## config.mk

```make
export PLATFORM = sky130hd
export DESIGN_NAME = pc_redirect_ctrl
export DESIGN_NICKNAME = d
export VERILOG_FILES = /design/src/rtl/pc_redirect_ctrl.sv
export SDC_FILE = /design/constraint.sdc
export NUM_CORES = 1
export LEC_CHECK = 0
export CAP_MARGIN = 15
export CORE_MARGIN = 8
export CORE_UTILIZATION = 47
export CTS_BUF_LIST = sky130_fd_sc_hd__clkbuf_4 sky130_fd_sc_hd__clkbuf_8
export DETAILED_ROUTE_END_ITERATION = 10
export PLACE_DENSITY_LB_ADDON = 0.25
export SLEW_MARGIN = 20
export SYNTH_ARGS = -nofsm -noshare
export SYNTH_HDL_FRONTEND = slang
export SYNTH_SLANG_ARGS = --single-unit
```

## constraint.sdc

```tcl
create_clock -name clk -period 4.67 [get_ports clk]
set_input_delay 0.7005 -clock clk [delete_from_list [all_inputs] [get_ports clk]]
set_output_delay 0.7005 -clock clk [all_outputs]
set_load 0.02 [all_outputs]
```

## src/rtl/pc_redirect_ctrl.sv

```systemverilog
// pc_redirect_ctrl: fetch-PC sequencer. Owns the PC, applies EX-stage branch/jump
// redirects, holds a pipeline flush for FLUSH_CYCLES unstalled cycles afterwards
// and halts on a misaligned redirect target.
// Optional feature macro: PC_REDIRECT_PERF_CNT_EN enables the redirect and
// flush-cycle performance counters; without it both counter ports read 0.
module pc_redirect_ctrl #(
    parameter logic [31:0] RESET_PC     = 32'h0000_0000,
    parameter int unsigned FLUSH_CYCLES = 2
) (
    input  logic        clk,
    input  logic        rst,
    input  logic        stall,
    input  logic        ex_valid,
    input  logic        should_jump,
    input  logic [31:0] target,
    output logic [31:0] pc,
    output logic        flush,
    output logic        trap,
    output logic [31:0] bad_addr,
    output logic [31:0] redirect_cnt,
    output logic [31:0] flush_cyc_cnt
);

    typedef enum logic [1:0] {StRun, StFlush, StHalt} state_e;

    // Counter reload value; FLUSH_CYCLES is limited to 1..3 so it fits 2 bits.
    localparam logic [1:0] CntReload = 2'(FLUSH_CYCLES - 1);

    state_e      r_state;
    logic [1:0]  r_cnt;
    logic [31:0] r_pc;
    logic [31:0] r_bad_addr;

    logic        w_redirect;
    logic        w_misaligned;
    logic        w_accept;
    logic        w_trap_take;
    logic        w_flush_step;

    // Redirect qualification; EX contents are only trusted while in RUN.
    always_comb begin
        w_redirect   = (r_state == StRun) && ex_valid && should_jump && !stall;
        w_misaligned = (target[1:0] != 2'b00);
        w_accept     = w_redirect && !w_misaligned;
        w_trap_take  = w_redirect && w_misaligned;
        w_flush_step = (r_state == StFlush) && !stall;
    end

    // State, PC, flush counter and trap address; stall freezes everything.
    always_ff @(posedge clk) begin
        if (rst) begin
            r_state    <= StRun;
            r_cnt      <= 2'd0;
            r_pc       <= RESET_PC;
            r_bad_addr <= 32'h0;
        end else begin
            unique case (r_state)
                StRun: begin
                    if (w_trap_take) begin
                        r_state    <= StHalt;
                        r_bad_addr <= target;
                    end else if (w_accept) begin
                        r_state <= StFlush;
                        r_pc    <= target;
                        r_cnt   <= CntReload;
                    end else if (!stall) begin
                        r_pc <= r_pc + 32'd4;
                    end
                end
                StFlush: begin
                    if (w_flush_step) begin
                        r_pc <= r_pc + 32'd4;
                        if (r_cnt == 2'd0) begin
                            r_state <= StRun;
                        end else begin
                            r_cnt <= r_cnt - 2'd1;
                        end
                    end
                end
                StHalt: begin
                    // Only rst leaves HALT.
                end
                default: r_state <= StRun;
            endcase
        end
    end

    // Outputs are the PC register and state decodes.
    always_comb begin
        pc       = r_pc;
        bad_addr = r_bad_addr;
        flush    = (r_state == StFlush);
        trap     = (r_state == StHalt);
    end

`ifdef PC_REDIRECT_PERF_CNT_EN
    logic [31:0] r_redirect_cnt;
    logic [31:0] r_flush_cyc_cnt;

    // Performance counters; wrap naturally at 2^32.
    always_ff @(posedge clk) begin
        if (rst) begin
            r_redirect_cnt  <= 32'h0;
            r_flush_cyc_cnt <= 32'h0;
        end else begin
            if (w_accept) begin
                r_redirect_cnt <= r_redirect_cnt + 32'd1;
            end
            if (w_flush_step) begin
                r_flush_cyc_cnt <= r_flush_cyc_cnt + 32'd1;
            end
        end
    end

    assign redirect_cnt  = r_redirect_cnt;
    assign flush_cyc_cnt = r_flush_cyc_cnt;
`else
    assign redirect_cnt  = 32'h0;
    assign flush_cyc_cnt = 32'h0;
`endif

endmodule

```

==> results by group <==
Cells and area
  – FF+latch area: 1360 um^2
  – Ant. Diodes: 0
  – Layout cell share with drive strength beyond 1: 0.0668
  – Area occupied by multi-input gates: 2020 um^2
  – Fill count: 718
  – Nets: 619
  – Area grow syn2layout: 26.6%
  – Fin cells: 686

Critical path
  – R2R cell count: 5
  – Largest fanout on the critical path: 31
  – Slowest CP cell: clkdlybuf4s50_1
  – Worst EP arrival: 2.89 ns
  – Bufs and invs on worst path: 1
  – Worst setup path startpoint: stall
  – Reg-to-Reg End: pc[21]
  – Slowest stage delay, CP: 0.56 ns
  – Crit Path Category: in -> reg
  – CP cell instances: clkdlybuf4s50_1 > nor4_1 > nand2_2 > mux2_2 > a22oi_1 > nor2_1
  – CP startpoint kind: primary input
  – Worst path required time: 4.89 ns
  – CP top delay family: simple AND/OR/NAND/NOR gates
  – R2R setup slack: 2.37 ns
  – Worst reg2reg startpoint: pc[4]
  – Setup crit end kind: flop

Die
  – Rows: 32
  – Die Height: 106 um
  – Starting density of the core: 0.486
  – DIE WIDTH: 106 um
  – Full die area: 11,200 um^2
  – Core box area: 7770 um^2
  – Ports: 167

Drt
  – Drt pass-1 iters: 4
  – # DRC: 0
  – Initial DRC Count: 223
  – Final ANT Viol Nets: 0
  – Vias per cell: 5.32
  – Routed len/inst: 16.1 um
  – Vias: 3,652
  – Post-Route WL: 11.1 mm

CTS
  – Worst-path clk slew: 0.07 ns
  – # Post-CTS Setup Buffers: 0
  – Post-cts sizing count: 0
  – Root buf cell: clkbuf_8
  – CTS H-tree depth: 3
  – CTS sink cnt: 68
  – Total CTS buffers: 9
  – Clock Path Buffers: 2
  – Worst-Skew Late Latency: 0.35 ns
  – CTS Hold Bufs: 0
  – CTS tree: built

Timing
  – Tcrit/Tclk final: 0.571
  – Setup TNS: 0 ns
  – Final hold violations: 0
  – Final setup vio count: 0
  – Crit path time final: 2.67 ns
  – Final slew viol count: 0
  – RSZ-0062 raised after global routing: no
  – Post-Route Skew: 0.00691 ns
  – Setup ws final: 2.00 ns
  – Max Clock Freq: 375 MHz
  – Relative slew margins: 0.422
  – Slew @ Worst Pin: 0.862 ns

Synthesis
  – Mean Syn Cell Area: 7.68 um^2
  – FF+latch count, synth: 68
  – Largest area contributor in the netlist: dfxtp_1
  – Cells after Synth: 492
  – Ranking of synthesized cells by area: dfxtp_1 36%, buf_4 14%, nand2_1 10%, a21oi_1 6.8%, o21ai_0 2.8%
  – Synth Cell Area: 3780 um^2
  – Post-synth top cells: 101 x nand2_1, 68 x buf_4, 68 x dfxtp_1, 51 x a21oi_1, 21 x o21ai_0
  – Synth cell types: 50
  – Warnings, synthesis: 0
  – Synth async-reset ratio: 0
  – Part of the Yosys area used for sequential elements: 0.361
  – Top-count cell post-synth: nand2_1
  – Post-synth EDFFs: 0
  – Synth Flop Type: dfxtp_1
  – Yosys top cell area share: 0.361

Power
  – Final Power: 1.27 mW
  – Leakage: 1.71 nW
  – PD cells: 266 nW/um^2
  – Worst vdd ir: 0.000212 V

Status
  – Outcome: finished clean

Global routing
  – First-pass GRT wire length: 17.6 mm
  – Remaining Overflow, GRT: 0
  – Initial antenna violation count: 0
  – Pin count of the biggest net entering global routing: 59
  – Vias in the first global route: 3,551
  – GRT Total Usage: 0.190

Hold path
  – Hold path depth: 2
  – Hold path start: bad_addr[13]
  – Worst min path class: reg -> reg
  – Sink of the worst hold path: bad_addr[13]

Placement
  – Port Buf Inserts: 102
  – Placement Setup Slack: 1.40 ns
  – HPWL Detailed: 8.04 mm
  – Final GP Congestion: 0.800
  – Dpl cells: 671

Run
  – MaxCap Viol Count: 0
==> final cells by class <==
type / count / area share
multi-input combinational: 385 / 0.423
sequential: 68 / 0.285
timing repair buffer: 109 / 0.224
clock buffer: 13 / 0.0348
tap: 102 / 0.0267
inverter: 7 / 0.00550
clock inverter: 2 / 0.00209
==> metal layers <==
metal / track usage / part of all wire
met1: 0.214 / 0.40
met4: 0.0734 / 0.015
met2: 0.320 / 0.48
met3: 0.0731 / 0.10
met5: 0 / 0
==> placed cells by master, fill, tap and decap left out, types with 4 or more instances in the layout <==
master	instances
a32o_1	4
and2_1	7
conb_1	64
clkbuf_8	11
a31oi_1	7
nor2_1	16
o21ai_0	20
nand2_1	100
or3_1	6
a22oi_1	9
buf_4	7
nand4_1	9
inv_1	7
nand3_1	18
a21oi_1	51
clkdlybuf4s50_1	101
a22o_1	4
a21o_1	7
nor3_1	4
dfxtp_1	68
a211oi_1	4
and3_1	5
==> power by group <==
group	internal (mW)	total [mW]	leakage, nW	switching, mW
registers	0.596	0.612	0.551	0.0160
logic	0.0759	0.213	1.07	0.137
clock network	0.229	0.446	0.0961	0.217
==> tightest hold or removal path, cell delays in order (launching register included) <==
cell and delay, ns:
dfxtp_1 0.31, nand2_1 0.05, a21oi_1 0.05
==> flip-flops by register name, indices dropped and copies added (netlist names) <==
signal,flops
bad_addr,32
pc,32
r_cnt,2
r_state,2
==> logic make-up after synthesis <==
logic type | synth area share
adders and majority gates | 0.00663
DFF | 0.361
other | 0.000993
muxes | 0.0169
buffers and inverters | 0.171
AOI/OAI and AO/OA | 0.207
and+or+nand+nor | 0.237
==> worst max-delay path by stage <==
stage                     endpoint  cells past startpoint
after CTS                    pc[8]                      6
after global routing         pc[8]                      6
after global placement       pc[6]                      6
after floorplan             pc[10]                      7
final                        pc[8]                      6
after detailed placement     pc[8]                      6
==> per-stage QoR <==
step,hold slack [ns],util,instance area [um^2]
after global routing,0.472,0.615,4780
after global placement,0.442,0.592,4600
after detailed placement,0.447,0.592,4600
after CTS,0.456,0.615,4780
after floorplan,0.526,-,4010
final,0.452,0.615,4780
Power figures use the tool's default switching activity.
